==> src/rtl/ring_mem_requester.sv <==
// ring_mem_requester: per-core ring initiator. Takes one cache-line request,
// inserts Address/WriteData slots behind the Token, collects read returns,
// and reacts to Retry and Grant slots addressed to this core.
module ring_mem_requester #(
  parameter int         LINEWORDS = 8,
  parameter logic [3:0] NULLTYPE  = 4'd7
) (
  input  logic        clock,
  input  logic        reset,
  input  logic [3:0]  whichCore,
  input  logic [31:0] RingIn,
  input  logic [3:0]  SlotTypeIn,
  input  logic [3:0]  SourceIn,
  output logic [31:0] RingOut,
  output logic [3:0]  SlotTypeOut,
  output logic [3:0]  SourceOut,
  input  logic [31:0] RDreturn,
  input  logic [3:0]  RDdest,
  input  logic        req_valid,
  output logic        req_ready,
  input  logic [1:0]  req_op,
  input  logic [27:0] req_addr,
  output logic        wd_rd,
  output logic [2:0]  wd_idx,
  input  logic [31:0] wd_data,
  output logic        rd_valid,
  output logic [2:0]  rd_idx,
  output logic [31:0] rd_data,
  output logic        done
);

  localparam logic [3:0] TOKEN = 4'd1;
  localparam logic [3:0] ADDR  = 4'd2;
  localparam logic [3:0] WDATA = 4'd3;
  localparam logic [3:0] GRANT = 4'd6;

  localparam logic [1:0] OP_READ    = 2'd0;
  localparam logic [1:0] OP_EXCL    = 2'd1;
  localparam logic [1:0] OP_UPGRADE = 2'd2;
  localparam logic [1:0] OP_WB      = 2'd3;

  // Write-back inserts the Address plus a full line of WriteData slots.
  localparam logic [3:0]  LAST_EMIT = 4'(LINEWORDS);
  localparam logic [2:0]  LAST_WORD = 3'(LINEWORDS - 1);
  localparam logic [31:0] WB_SLOTS  = 32'(LINEWORDS + 1);

  typedef enum logic [2:0] {
    IDLE, WAIT_TOKEN, FWD_TRAIN, EMIT, WAIT_DATA, WAIT_GRANT, DONE
  } stateT;

  stateT       stateReg, stateNext;
  logic [1:0]  opReg, opNext;
  logic [27:0] addrReg, addrNext;
  logic [31:0] trainReg, trainNext;
  logic [3:0]  emitReg, emitNext;
  logic [2:0]  wordReg, wordNext;
  logic [31:0] ringReg, ringNext;
  logic [3:0]  typeReg, typeNext;
  logic [3:0]  srcReg, srcNext;

  logic        ownSlot, ownAddr, ownWdata, retryIn, grantMatch, wordHit, isWb;
  logic [3:0]  addrFlags;

  assign ownSlot    = (SourceIn == whichCore);
  assign ownAddr    = ownSlot && (SlotTypeIn == ADDR);
  assign ownWdata   = ownSlot && (SlotTypeIn == WDATA);
  assign retryIn    = ownAddr && RingIn[31];
  assign grantMatch = ownSlot && (SlotTypeIn == GRANT) && (RingIn[27:0] == addrReg);
  assign wordHit    = (RDdest == whichCore);
  assign isWb       = (opReg == OP_WB);

  // Address-slot flag nibble {retry, upgrade, excl, read}; retry always 0 here.
  always_comb begin
    addrFlags = 4'b0000;
    case (opReg)
      OP_READ:    addrFlags = 4'b0001;
      OP_EXCL:    addrFlags = 4'b0011;
      OP_UPGRADE: addrFlags = 4'b0111;
      default:    addrFlags = 4'b0000;
    endcase
  end

  // Next-state, next ring slot and handshake outputs.
  always_comb begin
    stateNext = stateReg;
    opNext    = opReg;
    addrNext  = addrReg;
    trainNext = trainReg;
    emitNext  = emitReg;
    wordNext  = wordReg;
    ringNext  = RingIn;
    typeNext  = SlotTypeIn;
    srcNext   = SourceIn;
    req_ready = (stateReg == IDLE) && !reset;
    done      = (stateReg == DONE) && !reset;
    rd_valid  = (stateReg == WAIT_DATA) && wordHit && !reset;
    rd_idx    = wordReg;
    rd_data   = RDreturn;
    wd_rd     = (stateReg == EMIT) && (emitReg != 4'd0) && !reset;
    wd_idx    = 3'(emitReg - 4'd1);

    // Slots that belong to this core are removed from the ring in any state.
    if (ownAddr || ownWdata || grantMatch) begin
      ringNext = 32'd0;
      typeNext = NULLTYPE;
      srcNext  = 4'd0;
    end

    case (stateReg)
      IDLE: begin
        if (req_valid) begin
          opNext    = req_op;
          addrNext  = req_addr;
          stateNext = WAIT_TOKEN;
        end
      end
      WAIT_TOKEN: begin
        if (SlotTypeIn == TOKEN) begin
          ringNext = RingIn + (isWb ? WB_SLOTS : 32'd1);
          emitNext = 4'd0;
          if (RingIn == 32'd0) begin
            stateNext = EMIT;
          end else begin
            trainNext = RingIn;
            stateNext = FWD_TRAIN;
          end
        end
      end
      FWD_TRAIN: begin
        trainNext = trainReg - 32'd1;
        if (trainReg == 32'd1) begin
          stateNext = EMIT;
        end
      end
      EMIT: begin
        srcNext  = whichCore;
        emitNext = emitReg + 4'd1;
        if (emitReg == 4'd0) begin
          typeNext = ADDR;
          ringNext = {addrFlags, addrReg};
        end else begin
          typeNext = WDATA;
          ringNext = wd_data;
        end
        if (isWb ? (emitReg == LAST_EMIT) : (emitReg == 4'd0)) begin
          wordNext = 3'd0;
          if (isWb) begin
            stateNext = DONE;
          end else if (opReg == OP_UPGRADE) begin
            stateNext = WAIT_GRANT;
          end else begin
            stateNext = WAIT_DATA;
          end
        end
      end
      WAIT_DATA: begin
        // A matching data word takes priority over a simultaneous Retry.
        if (wordHit) begin
          wordNext = wordReg + 3'd1;
          if (wordReg == LAST_WORD) begin
            stateNext = DONE;
          end
        end else if (retryIn) begin
          wordNext  = 3'd0;
          stateNext = WAIT_TOKEN;
        end
      end
      WAIT_GRANT: begin
        if (grantMatch) begin
          stateNext = DONE;
        end else if (retryIn) begin
          stateNext = WAIT_TOKEN;
        end
      end
      DONE: begin
        stateNext = IDLE;
      end
      default: begin
        stateNext = IDLE;
      end
    endcase
  end

  // State and registered ring slot.
  always_ff @(posedge clock) begin
    if (reset) begin
      stateReg <= IDLE;
      opReg    <= 2'd0;
      addrReg  <= 28'd0;
      trainReg <= 32'd0;
      emitReg  <= 4'd0;
      wordReg  <= 3'd0;
      ringReg  <= 32'd0;
      typeReg  <= NULLTYPE;
      srcReg   <= 4'd0;
    end else begin
      stateReg <= stateNext;
      opReg    <= opNext;
      addrReg  <= addrNext;
      trainReg <= trainNext;
      emitReg  <= emitNext;
      wordReg  <= wordNext;
      ringReg  <= ringNext;
      typeReg  <= typeNext;
      srcReg   <= srcNext;
    end
  end

  assign RingOut     = ringReg;
  assign SlotTypeOut = typeReg;
  assign SourceOut   = srcReg;

endmodule

==> config.mk <==
export PLATFORM = sky130hd
export DESIGN_NAME = ring_mem_requester
export DESIGN_NICKNAME = d
export VERILOG_FILES = /design/src/rtl/ring_mem_requester.sv
export SDC_FILE = /design/constraint.sdc
export NUM_CORES = 1
export LEC_CHECK = 0
export CORE_MARGIN = 2
export CORE_UTILIZATION = 52
export CTS_BUF_LIST = sky130_fd_sc_hd__clkbuf_4 sky130_fd_sc_hd__clkbuf_8
export DETAILED_ROUTE_END_ITERATION = 8
export GPL_ROUTABILITY_DRIVEN = 1
export PLACE_DENSITY = 0.88
export SYNTH_ARGS = -nofsm -noshare
export SYNTH_HDL_FRONTEND = slang
export SYNTH_SLANG_ARGS = --single-unit
==> constraint.sdc <==
create_clock -name clock -period 5.3 [get_ports clock]
set_input_delay 1.06 -clock clock [delete_from_list [all_inputs] [get_ports clock]]
set_output_delay 1.06 -clock clock [all_outputs]
set_load 0.02 [all_outputs]
==> results of run 1 <==
[worst max-delay path by stage]
stage	endpoint	slack, ns	cells after the start
6_report	rd_valid	1.43	5
3_5_place_dp	trainReg[22]	1.41	9
3_3_place_gp	rd_valid	1.44	5
2_1_floorplan	req_ready	2.00	4
5_1_grt	wd_rd	1.27	4
4_1_cts	rd_valid	1.41	5
[where the power goes]
group          internal (uW)  switching (uW)  total (uW)
sequential               993             165        1160
clock                    332             303         636
combinational            627            1070        1700
[metal layers]
metal	global-route usage, %	vias to the layer above	share of wire [%]
met3	9.492	94	12
met1	43.76	3721	39
met5	0	-	0
met4	15.52	0	4.4
li1	-	3665	-
met2	53.13	569	45
[cells in the final DEF, fill, tap and decap left out, types with 5 or more instances in the layout]
cell type / instances
nor2_1: 57
a21oi_1: 113
buf_4: 11
o211ai_1: 19
o21ai_1: 7
o21ai_0: 40
and4_1: 8
nand4_1: 13
nor3_1: 23
a31oi_1: 11
xor2_1: 33
or3_1: 5
o311ai_1: 7
o22ai_1: 6
or4_1: 7
nand2_1: 191
o21a_1: 6
dfxtp_1: 112
a311oi_1: 8
clkdlybuf4s50_1: 161
ha_1: 12
and3_1: 7
nor4_1: 26
a211oi_1: 22
inv_1: 17
nor3b_1: 8
nand3_1: 25
a22oi_1: 10
xnor2_1: 15
clkbuf_8: 10
[final cells by class]
type                    instances  area share [%]
clock inverters                 5           1.177
repair buffers                172           19.20
flip-flops and latches        112           25.41
multi-input cells             749           49.27
inverters                      19          0.8082
well taps                     176           2.495
clock buffers                  11           1.645
[cell usage after synthesis (all sizes together), types with 10 or more instances]
master  count  area share (%)
nor2       60             3.3
ha         12             2.1
nor3b      11             1.2
clkbuf     62             3.2
a21oi     113             7.9
buf        44             4.2
nand2     191              10
a31oi      12             1.0
xnor2      15             1.8
a22oi      10             1.0
inv        19             1.0
xor2       33             4.0
nand4      14             1.4
dfxtp     112              31
nand3      25             1.7
nor4       26             2.3
a211oi     23             2.5
o21ai      47             3.3
nor3       25             1.8
o211ai     19             2.0
[flip-flops by register name, indices dropped and copies added, names as in the netlist]
| signal | cells |
|---|---|
| SourceOut | 4 |
| rd_idx | 3 |
| RingOut | 32 |
| SlotTypeOut | 4 |
| emitReg | 4 |
| trainReg | 32 |
| stateReg | 3 |
| addrReg | 28 |
| opReg | 2 |
[metrics by stage]
stage	hold WS, ns	util [%]
final	0.4707	66.11
after global placement	0.4557	64.25
after CTS	0.4741	66.11
after floorplan	0.4424	-
after global routing	0.5148	66.11
after detailed placement	0.4616	64.25
[kinds of logic (layout without fill, tap and decap cells)]
group / count (synthesis) / after routing / share of synthesized area [%]
and+or+nand+nor: 406 / 406 / 27.72
AOI/OAI and AO/OA: 279 / 279 / 24.04
buffers and inverters: 125 / 207 / 8.432
DFF: 112 / 112 / 31.28
xor gates and xnor gates: 48 / 48 / 5.866
adders and majority gates: 12 / 12 / 2.095
muxes: 4 / 4 / 0.5587
[worst min-delay path, cell delays in order (launching register included)]
cell	delay [ns]
dfxtp_1	0.32
nand3_1	0.06
a21oi_1	0.06
==> flow_summary.ini, run 1 <==
[sta]
fin_skew_ns = 0.01280
worstMarginPinSlew_ns = 1.248
setup_viol = 0
hold_violations = 0
max_clock_freq_mhz = 258.7
final.min_clock_period_ns = 3.865
slew-limit-headroom_pct = 16.58
finalCritPeriodShare_pct = 72.93
postLayoutSetupSlackWorst_ns = 1.435
setup_tns_ns = 0
grt_setup_unrepaired = false
slew_violations = 0

[power]
power_uw = 3493
ir_drop_uv = 218.4
p_leak_uw = 0.003161
powerDensity_nw_per_um2 = 395.9

[routing]
avgRoutedWirePerCell_um = 19.95
finalWirelength_um = 24810
viasPerCell = 6.470
dr.pass1.iters = 6
num_vias = 8049
antenna_left = 0
drc_errors = 0
drtIter0Drc = 1308

[run_status]
status = finished, final reports clean

[cts]
cts_resized = 0
insertion_delay_ns = 0.40
path_clk_slew_ns = 0.09
postCtsSetupBuffers = 0
htree_levels = 3
clock_sink_count = 112
cts_root_buf = clkbuf_8
cts_tree = done
cts_buffer_depth = 2
cts_inserted_buffers = 9
holdBufCountCts = 0

[synth]
synth.distinct_cells = 63
avgSynthCellArea_um2 = 7.269
seq_area_frac_synth_pct = 31.28
yosysWarnings = 0
synth_area_um2 = 7167
ys_ff_latch = 112
synth_nets = 1143
synth_edf_count = 0
syn_inst = 986
synthFlopType = dfxtp_1
async_flop_share_pct = 0

[grt]
antenna_found_initial = 0
grt_use_total_pct = 34.07
grt_remaining_overflow = 0
grt_pass1_vias = 7739
grt_max_degree = 60
grt_pass1_wl_um = 39510

[setup_path]
start_kind = input port
path_buf_inv = 2
crit_chain = clkdlybuf4s50_1 > xnor2_1 > nand4_1 > nor4_1 > clkdlybuf4s50_1
cp-startpoint = whichCore[0]
critPathRequiredTime_ns = 4.24
path_max_fanout = 4
critPathMaxStageDelay_ns = 0.66
slowest_stage = clkdlybuf4s50_1
reg2regPathDepth = 7
cp-end-kind = primary output
cpMostUsedCell = clkdlybuf4s50_1
cpLargestDelayFamily = buffers and inverters
worst-setup-path-type = input port to primary output
reg2reg_slack_ns = 2.30
rr_endpoint = trainReg[28]
r2r-start = stateReg[1]
arrival_ns = 2.81

[min_path]
hold_class = flop to flop
holdPathStages = 2
hp-start = trainReg[23]
min_to = trainReg[23]

[finish]
area_delta_synth_final_pct = 23.13
fillerInstances = 1173
ff_latch_area_um2 = 2242
layout-drive-gt1-share_pct = 4.401
insertedDiodeCount = 0
num-nets-final = 1220
multi_input_comb_area_um2 = 4348
final_cells = 1244
design_area_um2 = 8825

[die]
fp.dieH_um = 121.4
initial_core_util_pct = 53.69
die-area_um2 = 14740
coreArea_um2 = 13350
ioPinCount = 227
fp.dieW_um = 121.4
rows = 42

[placement]
gp_congestion = 1.084
place_area_um2 = 8576
dp_worst_setup_slack_ns = 1.406
place_inst = 1228
dp_hpwl_um = 18080
portBuffers = 162

[flow_run]
maxCapViolCount = 0
(Power assumes the default switching activity.)
==> inputs of run 2 (changes only) <==
--- a/config.mk
+++ b/config.mk
@@ -6,11 +6,11 @@
 export NUM_CORES = 1
 export LEC_CHECK = 0
 export CORE_MARGIN = 2
-export CORE_UTILIZATION = 52
+export CORE_UTILIZATION = 44
 export CTS_BUF_LIST = sky130_fd_sc_hd__clkbuf_4 sky130_fd_sc_hd__clkbuf_8
 export DETAILED_ROUTE_END_ITERATION = 8
 export GPL_ROUTABILITY_DRIVEN = 1
-export PLACE_DENSITY = 0.88
+export PLACE_DENSITY = 0.8
 export SYNTH_ARGS = -nofsm -noshare
 export SYNTH_HDL_FRONTEND = slang
 export SYNTH_SLANG_ARGS = --single-unit
==> constraint.sdc (replaced) <==
create_clock -name clock -period 3.1 [get_ports clock]
set_input_delay 0.62 -clock clock [delete_from_list [all_inputs] [get_ports clock]]
set_output_delay 0.62 -clock clock [all_outputs]
set_load 0.02 [all_outputs]
==> flow_summary.ini, run 2 (synthesized netlist as in run 1, its figures left out) <==
[setup_path]
path_max_fanout = 3
arrival_ns = 2.34
reg2reg_slack_ns = 0.63
r2r-start = trainReg[0]
critPathRequiredTime_ns = 2.48
reg2regPathDepth = 8
cp-end-kind = primary output
start_kind = input port
worst-setup-path-type = input port to primary output
rr_endpoint = trainReg[28]

[finish]
insertedDiodeCount = 0
layout_commonest_cell = nand2_1
design_area_um2 = 9273
fillerInstances = 1510
layout_common_cells = nand2_1 (191), clkdlybuf4s50_1 (161), a21oi_1 (113)
num-nets-final = 1277
layout-drive-gt1-share_pct = 9.333
area_delta_synth_final_pct = 29.38

[die]
initial_core_util_pct = 45.12
fp.dieW_um = 131.6
ioPinCount = 227
fp.dieH_um = 131.6
die-area_um2 = 17330
coreArea_um2 = 15890
rows = 46

[placement]
gp_congestion = 0.9869
dp_hpwl_um = 19200
place_area_um2 = 9091
portBuffers = 162

[sta]
worstMarginPinSlew_ns = 1.024
slew-limit-headroom_pct = 31.09
setup_tns_ns = 0
hold_violations = 0
slew_violations = 0
max_clock_freq_mhz = 337.7
final.min_clock_period_ns = 2.961
fin_skew_ns = 0.01221
grt_setup_unrepaired = false
holdWs_ns = 0.4752
finalCritPeriodShare_pct = 95.53
setup_viol = 0

[cts]
cts_inserted_buffers = 9
cts_buffer_depth = 2
cts_root_buf = clkbuf_8
htree_levels = 3
cts_tree = done
path_clk_slew_ns = 0.11
insertion_delay_ns = 0.41
holdBufCountCts = 0
clock_sink_count = 112

[routing]
viasPerCell = 5.930
dr.pass1.iters = 6
finalWirelength_um = 25490
num_vias = 7952
drc_errors = 0
antenna_left = 0
drtIter0Drc = 886
avgRoutedWirePerCell_um = 19.01

[grt]
grt_remaining_overflow = 0
grt_pass1_vias = 7375
antenna_found_initial = 0
grt_use_total_pct = 28.40
grt_max_degree = 53
grt_pass1_wl_um = 39270

[min_path]
hold_class = flop to flop
min_to = trainReg[31]
hp-start = trainReg[31]
holdPathStages = 2

[flow_run]
maxCapViolCount = 0

[power]
ir_drop_uv = 451.6
p_leak_uw = 0.003401
power_uw = 5875
powerDensity_nw_per_um2 = 633.5

[run_status]
status = finished, final reports clean
-- run 2: per-layer routing --
metal  part of all wire (%)  track usage [%]  vias to the layer above
met4                    4.0            12.68                        0
li1                       -                -                     3772
met3                     10            7.562                       75
met2                     44            43.69                      492
met1                     41            37.24                     3613
met5                      0                0                        -
-- run 2: per-stage QoR --
step	setup WS (ns)	cells	util (%)
2_1_floorplan	0.6766	986	-
3_3_place_gp	0.1015	1325	57.23
3_5_place_dp	0.08183	1325	57.23
4_1_cts	0.1416	1341	58.36
5_1_grt	0.03585	1341	58.37
6_report	0.1386	1341	58.37
-- run 2: how the worst max path moves through the flow --
stage	start	to	slack [ns]	cells past startpoint
6_report	whichCore[2]	rd_valid	0.14	5
5_1_grt	whichCore[2]	rd_valid	0.04	5
4_1_cts	whichCore[2]	rd_valid	0.14	5
3_5_place_dp	SlotTypeIn[0]	RingOut[9]	0.08	8
3_3_place_gp	RingIn[7]	RingOut[29]	0.10	7
2_1_floorplan	reset	req_ready	0.68	4
-- run 2: critical path, stage by stage --
cell,delay [ns]
clkdlybuf4s50_1,0.55
xnor2_1,0.14
nand4_1,0.14
nor4_1,0.23
clkdlybuf4s50_1,0.66
-- run 2: cell type report --
class,instances,area (um^2),area share (%)
sequential,112,2243,24.19
timing repair buffer,229,2160,23.29
clock inverter,7,56.30,0.6072
multi-input combinational,749,4348,46.89
tap,216,270.3,2.915
inverter,19,71.32,0.7691
clock buffer,9,123.9,1.336
-- run 2: where the power goes --
group          total [uW]  internal, uW  switching (uW)
logic                3080          1200            1880
registers            1940          1700             242
clock network         854           301             553
total                5870          3200            2670
-- run 2: repair_timing --
| item | 4_1_cts | 5_1_grt |
|---|---|---|
| resized for setup | 0 | 1 |
| setup buffers | 0 | 0 |
| setup endpoints to repair | 0 | 1 |
| endpoints found under the hold margin | 0 | 0 |
==> inputs of run 3 (changes only) <==
--- a/config.mk
+++ b/config.mk
@@ -14,3 +14,4 @@
 export SYNTH_ARGS = -nofsm -noshare
 export SYNTH_HDL_FRONTEND = slang
 export SYNTH_SLANG_ARGS = --single-unit
+export TNS_END_PERCENT = 50
==> results of run 3 <==
Same layout as run 2: the final DEF is identical, and so are final timing and power.
